$ cat config.mk
export PLATFORM = sky130hd
export DESIGN_NAME = freq_monitor
export DESIGN_NICKNAME = d
export VERILOG_FILES = /design/src/rtl/freq_monitor.sv
export SDC_FILE = /design/constraint.sdc
export NUM_CORES = 1
export LEC_CHECK = 0
export CAP_MARGIN = 20
export CORE_MARGIN = 8
export CORE_UTILIZATION = 35
export DETAILED_ROUTE_END_ITERATION = 10
export GPL_TIMING_DRIVEN = 0
export PLACE_DENSITY = 0.69
export SYNTH_ARGS = -nofsm -noshare
export SYNTH_HDL_FRONTEND = slang
export SYNTH_SLANG_ARGS = --single-unit
$ cat constraint.sdc
create_clock -name clk_i -period 6.4 [get_ports clk_i]
set_clock_uncertainty 0.2 [all_clocks]
set_input_delay 0.96 -clock clk_i [delete_from_list [all_inputs] [get_ports clk_i]]
set_output_delay 0.96 -clock clk_i [all_outputs]
set_load 0.005 [all_outputs]
$ cat src/rtl/freq_monitor.sv
// freq_monitor
// Qualifies a stream of frequency measurements against an inclusive window
// and tracks lock status with hysteresis. It also detects a stale
// measurement source and records the frequency extremes it has seen.
//
// Ports
//   clk_i        : clock; every register is clocked on its rising edge
//   rst_n_i      : asynchronous active-low reset
//   freq_i       : measured frequency in Hz
//   freq_valid_i : single-cycle strobe qualifying freq_i
//   min_freq_i   : lower bound of the acceptance window (inclusive)
//   max_freq_i   : upper bound of the acceptance window (inclusive)
//   clear_i      : clears the sticky alarm and the recorded extremes
//   state_o      : IDLE=0, ACQ=1, LOCKED=2, LOST=3
//   locked_o     : high exactly while state_o is LOCKED
//   alarm_o      : sticky loss-of-lock flag
//   stale_o      : high while the timeout counter is saturated
//   freq_min_o   : smallest sample since the last reset or clear
//   freq_max_o   : largest sample since the last reset or clear
module freq_monitor #(
  parameter int LOCK_CNT   = 3,
  parameter int UNLOCK_CNT = 2,
  parameter int TIMEOUT    = 150_000_000
) (
  input  logic        clk_i,
  input  logic        rst_n_i,
  input  logic [31:0] freq_i,
  input  logic        freq_valid_i,
  input  logic [31:0] min_freq_i,
  input  logic [31:0] max_freq_i,
  input  logic        clear_i,
  output logic [1:0]  state_o,
  output logic        locked_o,
  output logic        alarm_o,
  output logic        stale_o,
  output logic [31:0] freq_min_o,
  output logic [31:0] freq_max_o
);

  localparam int              TW     = $clog2(TIMEOUT + 1);
  localparam logic [TW-1:0]   TO_MAX = TW'(TIMEOUT);
  localparam logic [8:0]      LOCK_N   = 9'(LOCK_CNT);
  localparam logic [8:0]      UNLOCK_N = 9'(UNLOCK_CNT);

  typedef enum logic [1:0] {
    IDLE   = 2'd0,
    ACQ    = 2'd1,
    LOCKED = 2'd2,
    LOST   = 2'd3
  } state_t;

  state_t          state, state_next;
  logic [7:0]      good_cnt, good_next;
  logic [7:0]      bad_cnt, bad_next;
  logic [TW-1:0]   to_cnt, to_next;
  logic            alarm, alarm_next;
  logic            locked, stale;
  logic [31:0]     fmin, fmin_next, fmax, fmax_next;
  logic            in_range;
  logic            timeout_hit;
  logic            alarm_set;

  // An inverted window (min > max) can never satisfy both bounds, so it
  // naturally rejects every sample.
  assign in_range = (freq_i >= min_freq_i) && (freq_i <= max_freq_i);

  // The timeout only acts on the cycle the counter first reaches TIMEOUT,
  // so a LOCKED->LOST transition is not immediately followed by LOST->IDLE
  // while the counter sits saturated.
  assign timeout_hit = !freq_valid_i && (to_cnt == TO_MAX - TW'(1));

  // Next-state, counter, alarm and extreme-tracking logic.
  always_comb begin
    state_next = state;
    good_next  = good_cnt;
    bad_next   = bad_cnt;
    alarm_set  = 1'b0;
    to_next    = to_cnt;
    fmin_next  = fmin;
    fmax_next  = fmax;

    if (freq_valid_i)
      to_next = '0;
    else if (to_cnt != TO_MAX)
      to_next = to_cnt + TW'(1);

    if (freq_valid_i) begin
      unique case (state)
        IDLE, LOST: begin
          if (in_range) begin
            // First good sample: with LOCK_CNT==1 it already completes lock.
            bad_next = '0;
            if (LOCK_N <= 9'd1) begin
              state_next = LOCKED;
              good_next  = '0;
            end else begin
              state_next = ACQ;
              good_next  = 8'd1;
            end
          end else if (state == IDLE) begin
            state_next = ACQ;
            good_next  = '0;
            bad_next   = '0;
          end
        end
        ACQ: begin
          if (in_range) begin
            if (({1'b0, good_cnt} + 9'd1) >= LOCK_N) begin
              state_next = LOCKED;
              good_next  = '0;
              bad_next   = '0;
            end else begin
              good_next = good_cnt + 8'd1;
            end
          end else begin
            good_next = '0;
          end
        end
        LOCKED: begin
          if (!in_range) begin
            if (({1'b0, bad_cnt} + 9'd1) >= UNLOCK_N) begin
              state_next = LOST;
              good_next  = '0;
              bad_next   = '0;
              alarm_set  = 1'b1;
            end else begin
              bad_next = bad_cnt + 8'd1;
            end
          end else begin
            bad_next = '0;
          end
        end
        default: state_next = IDLE;
      endcase
    end else if (timeout_hit) begin
      unique case (state)
        LOCKED: begin
          state_next = LOST;
          good_next  = '0;
          bad_next   = '0;
          alarm_set  = 1'b1;
        end
        ACQ, LOST: begin
          state_next = IDLE;
          good_next  = '0;
          bad_next   = '0;
        end
        default: ;
      endcase
    end

    // A set event overrides a simultaneous clear.
    alarm_next = alarm;
    if (alarm_set)
      alarm_next = 1'b1;
    else if (clear_i)
      alarm_next = 1'b0;

    // Clearing together with a sample restarts both extremes at that sample.
    if (clear_i && freq_valid_i) begin
      fmin_next = freq_i;
      fmax_next = freq_i;
    end else if (clear_i) begin
      fmin_next = 32'hFFFF_FFFF;
      fmax_next = 32'h0;
    end else if (freq_valid_i) begin
      fmin_next = (freq_i < fmin) ? freq_i : fmin;
      fmax_next = (freq_i > fmax) ? freq_i : fmax;
    end
  end

  // State and datapath registers; locked/stale are registered copies of
  // the next-state decode so every output comes straight from a flop.
  always_ff @(posedge clk_i or negedge rst_n_i) begin
    if (!rst_n_i) begin
      state    <= IDLE;
      good_cnt <= '0;
      bad_cnt  <= '0;
      to_cnt   <= '0;
      alarm    <= 1'b0;
      locked   <= 1'b0;
      stale    <= 1'b0;
      fmin     <= 32'hFFFF_FFFF;
      fmax     <= 32'h0;
    end else begin
      state    <= state_next;
      good_cnt <= good_next;
      bad_cnt  <= bad_next;
      to_cnt   <= to_next;
      alarm    <= alarm_next;
      locked   <= (state_next == LOCKED);
      stale    <= (to_next == TO_MAX);
      fmin     <= fmin_next;
      fmax     <= fmax_next;
    end
  end

  assign state_o    = state;
  assign locked_o   = locked;
  assign alarm_o    = alarm;
  assign stale_o    = stale;
  assign freq_min_o = fmin;
  assign freq_max_o = fmax;

endmodule

==> summary.md <==
| Metric | Value |
|---|---|
| Status | `completed` |
| Placed Cells | `1495` |
| Worst EP required | `6.50 ns` |
| Fraction of layout cells with a size suffix above 1 | `7.40%` |
| Die W | `174 um` |
| CTS root buffer | `clkbuf_16` |
| Num ports | `169` |
| Final ANT Viol Nets | `0` |
| Full die area | `30100 um2` |
| Post-CTS Resized | `0` |
| FFs w/ async S/R, synth | `100%` |
| Largest family of logic cells by synthesized area | `adder cells` |
| Top cell type's share of synthesized area | `23.3%` |
| # DRC | `0` |
| Most frequent cell after synthesis | `inv_1` |
| Fin cells | `1527` |
| Initial core utilization | `35.7%` |
| H-tree depth | `4` |
| Core Util, Final | `46.8%` |
| Static leakage | `5.67 nW` |
| Largest net degree at the start of global routing | `88` |
| Vias in the first global route | `7877` |
| Initial antenna violation count | `2` |
| EDFF count, synth | `0` |
| CP max stage delay | `0.70 ns` |
| Syn Nets | `1242` |
| Placement Rows | `57` |
| Critical path's top delay family | `compound AO/OA/AOI/OAI gates` |
| Pre-antenna DRT Iters | `5` |
| Final count of negative-setup-slack endpoints | `0` |
| Postcts setup bufs | `0` |
| I/O Buffers | `167` |
| Yosys reg bits | `113` |
| Setup TNS | `0 ns` |
| Antenna Cells | `0` |
| Post-Synth XOR/XNOR Area | `2.12%` |
| Final Hold Fails | `0` |
| Die height | `174 um` |
| Vias | `7701` |
| Most used routing layer | `met2` |
| Min Tclk post-route | `4.81 ns` |
| CP startpoint kind | `input pin` |
| Final worst path period share | `75.2%` |
| Clock sink count | `113` |
| Number of DRC markers in iteration 0 | `400` |
| Hold WC Path Type | `input pin to asynchronous set/reset pin` |
| Post-synth top area cell | `dfrtp_1` |
| Sw frac | `32.3%` |
| Top post-synthesis cells by area | `dfrtp_1 (23%), ha_1 (20%), dfstp_2 (9.7%)` |
| Mean Syn Cell Area | `8.66 um2` |
| Post-Synth Adder-Cell Area | `20.0%` |
| Max-slew violations | `0` |
| Crit path capture type | `flip-flop` |
| First-pass GRT wire length | `41200 um` |
| Fin nets | `1429` |
| CTS Buf Count | `17` |
| Worst-path cell with the longest stage delay | `clkdlybuf4s50_1` |
| Mux share of post-synthesis cell area | `4.23%` |
| GR Util met3 | `4.88%` |
| RSZ-0062 raised after global routing | `no` |
| CTS hold repair buffers | `0` |
| Final wirelength | `25800 um` |
| Area post-placement | `10800 um2` |
| Internal power | `1.95 mW` |
| Clock share of power | `34.1%` |
| Worst-Skew Late Latency | `0.42 ns` |
| NetSw | `0.932 mW` |
| Prevailing post-synth register cell | `dfrtp_1` |
| Fmax | `208 MHz` |
| Mapped cell area | `8690 um2` |
| CP Max Fanout | `8` |
| Peak supply drop | `0.000114 V` |
| Slew HR | `53.4%` |
| Buf/Inv on CP | `2` |
| Congestion Overflow GR | `0` |
| Crit path DAT | `4.92 ns` |
| Combinational Power Share | `34.1%` |
| Simple-gate area share of the yosys netlist | `17.1%` |
| Final setup margin | `1.59 ns` |
| Warnings from Yosys | `0` |
| Synth cell types | `65` |
| Max Cap Viol | `0` |
| Pre-CTS setup slack | `1.13 ns` |
| Detailed placement HPWL | `20200 um` |
| DR WL/cell | `16.9 um` |
| PwrDens | `253 nW/um2` |
| Worst path cell trace | `clkdlybuf4s50_1 -> ha_1 -> a21oi_1 -> o21ai_0 -> a2111oi_0 -> o21ai_0 -> a21oi_1 -> or2_1 -> buf_6 -> a21oi_2 -> a21oi_2 -> mux2_4` |
| Register area share after synthesis | `33.0%` |
| CTS tree | `built` |
| Worst-Margin Slew | `0.693 ns` |
| Worst-path clk slew | `0.06 ns` |
| GRT Util Overall | `17.0%` |
| Met2 global-route usage | `28.3%` |
| Kind of critical path | `input pin to flip-flop` |
| Fillcell total | `2294` |
| Syn Inst Count | `1003` |
| Final Cell Area | `11400 um2` |
| Sequential share of power | `31.8%` |
| GPL Wtd Cong | `0.881` |
| Via density | `5.04` |
| Max Root-Sink Buffers | `2` |
| Area grow syn2layout | `31.2%` |
| Core Region | `24300 um2` |
| Met1 Use GR | `21.1%` |
| Most frequent cells after synthesis | `inv_1 (173), ha_1 (139), nor2_1 (82)` |
| Synth Area in Compound Gates | `14.7%` |
==> cell type report <==
type	count	area, um2	area share [%]
Buffer	26	113	0.988
Clock buffer	19	433	3.80
Clock inverter	13	168	1.47
Inverter	174	653	5.73
Multi-Input combinational cell	690	5050	44.4
Sequential cell	113	2870	25.2
Tap cell	324	405	3.56
Timing Repair Buffer	168	1700	14.9
==> flip-flops by register name (all words and copies together), names as in the netlist <==
signal      cells
freq_max_o     32
state_o         2
freq_min_o     32
alarm_o         1
stale_o         1
locked_o        1
good_cnt        8
to_cnt         28
bad_cnt         8
==> logic make-up (layout without fill, tap and decap cells) <==
| logic type | count (synthesis) | after routing |
|---|---|---|
| XOR/XNOR | 21 | 21 |
| buffers and inverters | 200 | 400 |
| AND/OR/NAND/NOR | 294 | 294 |
| adder cells (fa/ha/maj) | 139 | 139 |
| multiplexers | 36 | 36 |
| flip-flops | 113 | 113 |
| AO/OA/AOI/OAI | 200 | 200 |
==> per-stage QoR <==
stage	total power [mW]	hold WS [ns]
detailed placement	1.91	0.272
global route	3.06	0.210
CTS	2.91	0.199
global placement	1.88	0.271
floorplan	1.43	0.254
finish	2.88	0.201
==> power by group through the flow <==
stage / Sequential (mW) / Clock (mW) / Combinational [mW]
global placement: 0.923 / 0 / 0.961
floorplan: 0.912 / 0 / 0.514
global route: 0.931 / 1.03 / 1.10
CTS: 0.915 / 0.998 / 0.995
detailed placement: 0.924 / 0 / 0.988
finish: 0.916 / 0.984 / 0.984
==> per-layer routing <==
| layer | up-vias | wire [um] |
|---|---|---|
| met5 | - | 24 |
| met4 | 4 | 508 |
| met3 | 34 | 1490 |
| met2 | 194 | 12200 |
| met1 | 3634 | 11500 |
| li1 | 3835 | - |
==> worst paths after layout <==
path                                             from                    endpoint  slack (ns)  depth (start not counted)
setup / recovery                           freq_i[11]     good_cnt[1]$_DFFE_PN0P_        1.59                         12
hold / removal                                rst_n_i        to_cnt[25]$_DFF_PN0_        0.20                          1
setup reg to reg           freq_min_o[25]$_DFFE_PN1P_  freq_min_o[11]$_DFFE_PN1P_        2.75                         11
hold reg to reg                bad_cnt[4]$_DFFE_PN0P_      bad_cnt[4]$_DFFE_PN0P_        0.28                          1
max in group asynchronous                     rst_n_i  freq_min_o[18]$_DFFE_PN1P_        5.06                          2
min in group clk_i             bad_cnt[4]$_DFFE_PN0P_      bad_cnt[4]$_DFFE_PN0P_        0.28                          1
==> placed cells by master, fill, tap and decap left out, types with 3 or more instances in the layout <==
| cell | count |
|---|---|
| nand4b_1 | 3 |
| o211ai_1 | 34 |
| clkdlybuf4s50_1 | 166 |
| a21o_1 | 26 |
| nor4_1 | 8 |
| buf_2 | 3 |
| mux2i_1 | 33 |
| clkbuf_16 | 17 |
| xnor2_1 | 6 |
| bufinv_16 | 4 |
| and2_1 | 14 |
| xor2_1 | 15 |
| o21ai_0 | 63 |
| a211oi_1 | 5 |
| nor2_1 | 82 |
| dfrtp_1 | 81 |
| and4_1 | 5 |
| nand3_1 | 24 |
| nand2b_1 | 6 |
| nand2_1 | 71 |
| a2111oi_0 | 3 |
| clkinv_2 | 8 |
| nor2b_1 | 7 |
| nor4b_1 | 4 |
| nand4_1 | 27 |
| or3_1 | 6 |
| ha_1 | 139 |
| a21oi_1 | 43 |
| nor3_1 | 14 |
| clkbuf_1 | 21 |
| and3_1 | 4 |
| inv_1 | 173 |
| a221o_1 | 5 |
| dfstp_2 | 32 |
No activity file was read; power rests on OpenSTA's default activity.
